[config.mk]
export PLATFORM = sky130hd
export DESIGN_NAME = pwm_duty_ramp
export DESIGN_NICKNAME = d
export VERILOG_FILES = /design/src/rtl/pwm_duty_ramp.sv
export SDC_FILE = /design/constraint.sdc
export NUM_CORES = 1
export LEC_CHECK = 0
export BUFFER_PORTS_ARGS = -buffer_cell sky130_fd_sc_hd__buf_2
export CORE_MARGIN = 2
export CORE_UTILIZATION = 45
export CTS_BUF_LIST = sky130_fd_sc_hd__clkbuf_8 sky130_fd_sc_hd__clkbuf_16
export CTS_CLUSTER_SIZE = 25
export DETAILED_ROUTE_END_ITERATION = 10
export PLACE_DENSITY_LB_ADDON = 0.05
export SETUP_SLACK_MARGIN = 0.3
export SYNTH_ARGS = -nofsm -noshare
export SYNTH_HDL_FRONTEND = slang
export SYNTH_SLANG_ARGS = --single-unit
[constraint.sdc]
create_clock -name clk -period 5.8 [get_ports clk]
set_clock_uncertainty 0.15 [all_clocks]
set_input_delay 0.29 -clock clk [delete_from_list [all_inputs] [get_ports clk]]
set_output_delay 0.29 -clock clk [all_outputs]
set_load 0.02 [all_outputs]
[src/rtl/pwm_duty_ramp.sv]
// pwm_duty_ramp: duty-word source for the 4-bit PWM stage.
// Pass-through, triangle, sawtooth or slew; DUTY_RAMP_DWELL_EN adds endpoint dwell.
module pwm_duty_ramp #(
  parameter int WIDTH       = 4,
  parameter int STEP_TICKS  = 750000,
  parameter int DWELL_STEPS = 4
) (
  input  logic             clk,
  input  logic             reset,
  input  logic [1:0]       mode,
  input  logic [WIDTH-1:0] target,
  output logic [WIDTH-1:0] duty,
  output logic             step
);

  localparam int CW = (STEP_TICKS > 1) ? $clog2(STEP_TICKS) : 1;
  localparam logic [CW-1:0]    CNT_LAST = CW'(STEP_TICKS - 1);
  localparam logic [WIDTH-1:0] MAX      = '1;
  localparam logic [WIDTH-1:0] ONE      = WIDTH'(1);

  typedef enum logic [1:0] {
    MODE_PASS = 2'b00,
    MODE_TRI  = 2'b01,
    MODE_SAW  = 2'b10,
    MODE_SLEW = 2'b11
  } mode_e;

  typedef enum logic {
    DIR_UP = 1'b0,
    DIR_DN = 1'b1
  } dir_e;

  mode_e            mode_m_q, mode_m_d;
  mode_e            mode_s_q, mode_s_d;
  mode_e            mode_p_q, mode_p_d;
  logic [WIDTH-1:0] target_m_q, target_m_d;
  logic [WIDTH-1:0] target_s_q, target_s_d;
  logic [CW-1:0]    cnt_q, cnt_d;
  logic             step_q, step_d;
  dir_e             dir_q, dir_d;
  logic [WIDTH-1:0] duty_q, duty_d;

  logic tick;
  logic mode_chg;
  logic hold;

  assign tick     = (cnt_q == CNT_LAST);
  assign mode_chg = (mode_s_q != mode_p_q);

`ifdef DUTY_RAMP_DWELL_EN
  localparam int DW = (DWELL_STEPS > 0) ? $clog2(DWELL_STEPS + 1) : 1;
  localparam logic [DW-1:0] DWELL_LAST = DW'(DWELL_STEPS);

  logic [DW-1:0] dwell_q, dwell_d;
  logic          at_end;

  // endpoint detection and dwell counting for triangle/sawtooth
  always_comb begin
    at_end = 1'b0;
    unique case (mode_s_q)
      MODE_TRI: at_end = (dir_q == DIR_UP) ? (duty_q == MAX)
                                           : (duty_q == '0);
      MODE_SAW: at_end = (duty_q == MAX);
      default:  at_end = 1'b0;
    endcase
    hold    = at_end && (dwell_q != DWELL_LAST);
    dwell_d = dwell_q;
    if (mode_chg) begin
      dwell_d = '0;
    end else if (tick && at_end) begin
      dwell_d = hold ? dwell_q + 1'b1 : '0;
    end
  end

  // dwell counter register
  always_ff @(posedge clk) begin
    if (reset) begin
      dwell_q <= '0;
    end else begin
      dwell_q <= dwell_d;
    end
  end
`else
  assign hold = 1'b0;
`endif

  // two-flop synchronizers plus the last-seen mode for change detect
  always_comb begin
    mode_m_d   = mode_e'(mode);
    mode_s_d   = mode_m_q;
    mode_p_d   = mode_s_q;
    target_m_d = target;
    target_s_d = target_m_q;
  end

  // step prescaler; a mode change restarts it and drops that step
  always_comb begin
    cnt_d  = cnt_q + 1'b1;
    step_d = tick;
    if (mode_chg) begin
      cnt_d  = '0;
      step_d = 1'b0;
    end else if (tick) begin
      cnt_d = '0;
    end
  end

  // duty word and ramp direction update
  always_comb begin
    duty_d = duty_q;
    dir_d  = dir_q;
    if (mode_chg) begin
      dir_d = DIR_UP;
    end else begin
      unique case (mode_s_q)
        MODE_PASS: begin
          duty_d = target_s_q;
        end
        MODE_TRI: begin
          if (tick) begin
            if (dir_q == DIR_UP) begin
              if (duty_q != MAX) begin
                duty_d = duty_q + 1'b1;
              end else if (!hold) begin
                dir_d  = DIR_DN;
                duty_d = MAX - 1'b1;
              end
            end else begin
              if (duty_q != '0) begin
                duty_d = duty_q - 1'b1;
              end else if (!hold) begin
                dir_d  = DIR_UP;
                duty_d = ONE;
              end
            end
          end
        end
        MODE_SAW: begin
          if (tick && !hold) begin
            duty_d = duty_q + 1'b1;
          end
        end
        MODE_SLEW: begin
          if (tick) begin
            unique case (1'b1)
              (duty_q < target_s_q): duty_d = duty_q + 1'b1;
              (duty_q > target_s_q): duty_d = duty_q - 1'b1;
              default:               duty_d = duty_q;
            endcase
          end
        end
        default: begin
          duty_d = duty_q;
        end
      endcase
    end
  end

  // state registers, all cleared by reset
  always_ff @(posedge clk) begin
    if (reset) begin
      mode_m_q   <= MODE_PASS;
      mode_s_q   <= MODE_PASS;
      mode_p_q   <= MODE_PASS;
      target_m_q <= '0;
      target_s_q <= '0;
      cnt_q      <= '0;
      step_q     <= 1'b0;
      dir_q      <= DIR_UP;
      duty_q     <= '0;
    end else begin
      mode_m_q   <= mode_m_d;
      mode_s_q   <= mode_s_d;
      mode_p_q   <= mode_p_d;
      target_m_q <= target_m_d;
      target_s_q <= target_s_d;
      cnt_q      <= cnt_d;
      step_q     <= step_d;
      dir_q      <= dir_d;
      duty_q     <= duty_d;
    end
  end

  assign duty = duty_q;
  assign step = step_q;

endmodule

# Yosys cells after proc, flatten, opt, wreduce, memory -nomap -nowiden
# Cells that the tools add are included.
# Widths: inputs -> output; s select.
# totals
latchBits,0
input_bits,8
memories,0
out_inout_bits,5
mem_bits_ro,0
regBits,40
ram_bits,0
# op_classes
n_mul,0
bitwise,1
n_reduce_logical,6
div,0
shift,0
magnitude_cmp,2
n_addsub,3
n_eq_ne,10
mux,11
# ops
op,count
$mux 4,6
$add 20x1->20 const B,1
$eq 20x20->1 const B,1
$pmux 4 s4,1
$pmux 4 s2,1
$ne 2x2->1 const B,3
$reduce_and 5->1,1
$add 4x1->4 const B,1
$eq 2x2->1 const B,2
$gt 4x4->1,1
$lt 4x4->1,1
$ne 4x4->1 const B,1
$reduce_bool 4->1,1
$sub 4x1->4 const B,1
$mux 1,3
$ne 3x3->1 const B,1
$reduce_or 3->1,1
$eq 2x1->1 const B,1
$logic_not 2->1,1
$ne 2x2->1,1
$reduce_and 2->1,1
$reduce_or 2->1,1
$not 1->1,1

# Longest topological paths before layout
# depth
word_depth,5
ltp_mapped,8
ltp_nobuf,7

# Worst setup path before layout
# Ideal clock, no wire load.
# synth_path
path_kind,register to register
start,register duty_q[0] (netlist: duty[0])
end,register duty_q[2] (netlist: duty[2])
setup_slack_ns,3.286
n_path_buf,0
path_stages_with_launch,8
period_less_slack_ns,2.514
arrival_time_ns,2.242
required_ns,5.528
cell_sequence,dfxtp_1 -> inv_1 -> ha_1 -> nand4_1 -> a221o_1 -> o211a_1 -> or2_4 -> a311o_1
# synth_between
elab_chain_len,5
word_cells_on_any_way,16
cone_classes,add/sub (2); order compare (2); eq/ne (2); mux (8); reduce/logical (2)
# synth_lines
element,line,source
from (decl),41,"logic [WIDTH-1:0] duty_q, duty_d;"
from (signal assigned),180,duty_q <= duty_d;
$add 4x1->4 (tied with other cells),"123, 140, 146",
"$mux 4, on equally long branches","122, 129",
$mux 4,121,if (dir_q == DIR_UP) begin
$mux 4,120,if (tick) begin
$pmux 4 s4,115,unique case (mode_s_q)
# Several ways; a longest one is shown, not always the timed one. The select of a mux whose other input is x is not followed.
# A chain may end at the register's enable or synchronous reset.

# Worst setup path after layout
# Ends and elaborated chain as after synthesis.

==> summary.txt <==
Worst setup path
  • Worst r2r src: duty[0]$_SDFFE_PP0P_
  • Worst-path fanout max: 8
  • Max incr delay on CP: around 450 ps
  • FF-to-FF path depth: 7
  • Critical Path AT: 2600 ps
  • Setup crit start kind: flip-flop
  • Slowest cell on crit path: dfxtp_1
  • R2R setup slack: roughly 3200 ps
  • RR Endpoint: duty[2]$_SDFFE_PP0P_
  • Critical Path RT: 5830 ps
  • Crit-path leading delay family: compound AO/OA/AOI/OAI gates
  • Critical Path End Type: flip-flop
  • Worst path cell trace: inv_1 > ha_1 > nand4_1 > a221o_1 > o211a_1 > or2_4 > a311o_1
  • Buf+Inv Stages, Crit Path: 1
  • Crit Path Class: flip-flop to flip-flop

Clocking
  • H-tree depth: 2
  • CTS tree: done
  • Skew-Pair Late Insertion Delay: 290 ps
  • Clk slew on worst S/H paths: 80 ps
  • Clock Root Buffer: clkbuf_8
  • TritonCTS buffer count: 5
  • CTS resizes: 0
  • CTS Hold Bufs: 0
  • Clk buf depth: 2
  • Setup bufs post-CTS: 0
  • CTS sink count: 40

Yosys
  • Top_reg_cell synth: dfxtp_1
  • Register area share after synthesis: 0.386
  • Synth area leaders: dfxtp_1 (39%), nor2_1 (5.2%), xor2_1 (5.1%)
  • Unique masters post-synth: 51
  • Yosys reg bits: 40
  • Post-synthesis instance area: 2080 µm²
  • Synthesized area per cell: a little under 9 µm²
  • Async SR Flop Fraction: 0
  • Post-Syn Nets: 255
  • Number of enable flip-flop cells after synthesis: 0
  • Synth top area share: 0.386
  • Ys Warns: 0
  • Yosys top cell by area: dfxtp_1
  • Cells after Synth: 239

Timing
  • Setup TNS: 0 ps
  • Final Cycle Share: 0.442
  • RSZ-0062 raised after global routing: false
  • Tmin final: 2570 ps
  • Fmax: 0.390 GHz
  • Number of hold violations in the final report: 0
  • Final Max Tran Viols: 0
  • Final setup viols: 0
  • Slew headroom: 0.476
  • Hold_ws: 60.0 ps
  • Worst-Margin Slew: 779 ps

Global routing
  • Largest net degree at the start of global routing: 20
  • Grt ovf: 0
  • Initial antenna violation count: 0
  • First-pass GRT wire length: 6940 µm
  • Vias in the first global route: 1438
  • GRT Total Usage: 0.174

Finish
  • Diode count: 0
  • Final nets: 265
  • Layout area overhead: 8.98%
  • Fillcell total: 442
  • Fraction of layout cells with a size suffix above 1: 0.0960
  • Multi-input logic area: 1190 µm²
  • Register area: ~800 µm²

Drt
  • Pre-antenna DRT Iters: 4
  • Final wirelength: 4240 µm
  • First DRT Iteration DRCs: ~110
  • Vias per cell: 5.46
  • DRC violations left: 0
  • Total number of vias: 1649
  • Post-route ant nets: 0
  • Wirelength per Cell: approximately 14 µm

Floorplan
  • Die width: 71.9 µm
  • Die Y: roughly 70 µm
  • Rows: 24
  • Io pins: 13
  • Die Area: 5170 µm²
  • Initial Util: 0.471
  • Core area: approximately 4400 µm²

Worst hold path
  • Hold path depth: 2
  • Hold WC Path Type: primary input to flip-flop
  • Worst hold start: target[2]
  • Min-Delay Endpoint: target_m_q[2]$_SDFF_PP0_

Pwr
  • Peak VDD IR: 181 µV
  • Pleak: between 0.0008 and 0.0009 µW
  • Final Power: ~600 µW
  • P per Cell Area: 264 nW/µm²

Place
  • Hpwl dp: 3030 µm
  • GPL Wtd Cong: 0.853
  • IO Port Bufs: 12

Outcome
  • Status: finished, final reports clean

Flow run
  • Max-Cap Viols: 0
==> area by class of cell <==
| class | count | area share |
|---|---|---|
| sequential | 40 | 0.354 |
| clock buffer | 5 | 0.0304 |
| multi-input combinational | 180 | 0.527 |
| tap | 52 | 0.0287 |
| inverter | 10 | 0.0166 |
| timing repair buffer | 12 | 0.0265 |
| clock inverter | 3 | 0.0171 |
==> per-stage QoR <==
| step | instance area (µm²) | instances | worst slack [ps] | util |
|---|---|---|---|---|
| finish | 2260 | 302 | 3230 | 0.513 |
| global route | 2260 | 302 | 3140 | 0.513 |
| CTS | 2260 | 302 | 3250 | 0.513 |
| detailed placement | 2160 | 294 | 3250 | 0.488 |
| global placement | 2160 | 294 | 3330 | 0.488 |
| floorplan | 2080 | 239 | 3290 | - |
==> kinds of logic (layout without fill, tap and decap cells) <==
group	count (synthesis)	after routing	synth area share
simple gates	108	108	0.280
compound gates	40	40	0.144
flops	40	40	0.386
xor+xnor	23	23	0.0970
buf+inv	19	30	0.0404
fa+ha+maj	8	8	0.0482
mux	1	1	0.00482
==> cells in the final DEF (no fill, tap or decap), types with 5 or more instances in the layout <==
master    netlist  routed
a21oi_1         5       5
and3_1          5       5
buf_2           4      12
clkbuf_8        0       5
dfxtp_1        40      40
ha_1            8       8
inv_1          10      11
nand2_1        12      12
nand2b_1        5       5
nand3_1        10      10
nand4_1         6       6
nor2_1         29      29
nor2b_1        16      16
nor3_1          6       6
nor4_1          5       5
o21ai_0         6       6
xnor2_1        11      11
xor2_1         12      12
==> report_power, final <==
| part | total, µW | switching, µW | leakage, µW | internal, µW |
|---|---|---|---|---|
| combinational | 78.6 | 45.8 | 0.000469 | 32.8 |
| clock | 222 | 96.0 | 0.0000593 | 126 |
| sequential | 296 | 13.5 | 0.000326 | 283 |
| total | 597 | 155 | 0.000854 | 442 |
==> sequential cells by signal (all words and copies together) (netlist names) <==
signal and cells:
target_s_q 4, mode_p_q 2, duty 4, step 1, cnt_q 20, dir_q 1, mode_p_d 2, target_m_q 4
mode_m_q 2
==> per-layer routing <==
metal  track usage  share of wire  up-vias
li1              -              -      867
met5             0              0        -
met4        0.0503         0.0097        0
met2         0.226           0.39       36
met1         0.268           0.54      741
met3        0.0625          0.061        5
==> synth_stat cells (all sizes together) (6+ instances only) <==
master,instances
inv,10
nand4,6
dfxtp,40
xnor2,11
o21ai,6
ha,8
nor3,6
xor2,12
nor2b,16
nand3,10
nand2,12
nor2,29
==> worst reg2reg max path: stages, from the launching register on <==
cell and delay (ps):
dfxtp_1 450, inv_1 180, ha_1 310, nand4_1 140, a221o_1 380, o211a_1 260
or2_4 270, a311o_1 310
==> worst max-delay path by stage <==
stage,from,endpoint,slack [ps],depth (start not counted)
after floorplan,duty[0]$_SDFFE_PP0P_,duty[2]$_SDFFE_PP0P_,3290,7
after CTS,duty[0]$_SDFFE_PP0P_,duty[2]$_SDFFE_PP0P_,3250,7
after detailed placement,duty[0]$_SDFFE_PP0P_,duty[2]$_SDFFE_PP0P_,3250,7
after global routing,duty[0]$_SDFFE_PP0P_,duty[2]$_SDFFE_PP0P_,3140,7
final,duty[0]$_SDFFE_PP0P_,duty[2]$_SDFFE_PP0P_,3230,7
after global placement,duty[0]$_SDFFE_PP0P_,duty[2]$_SDFFE_PP0P_,3330,7
No activity file was read; power rests on OpenSTA's default activity.
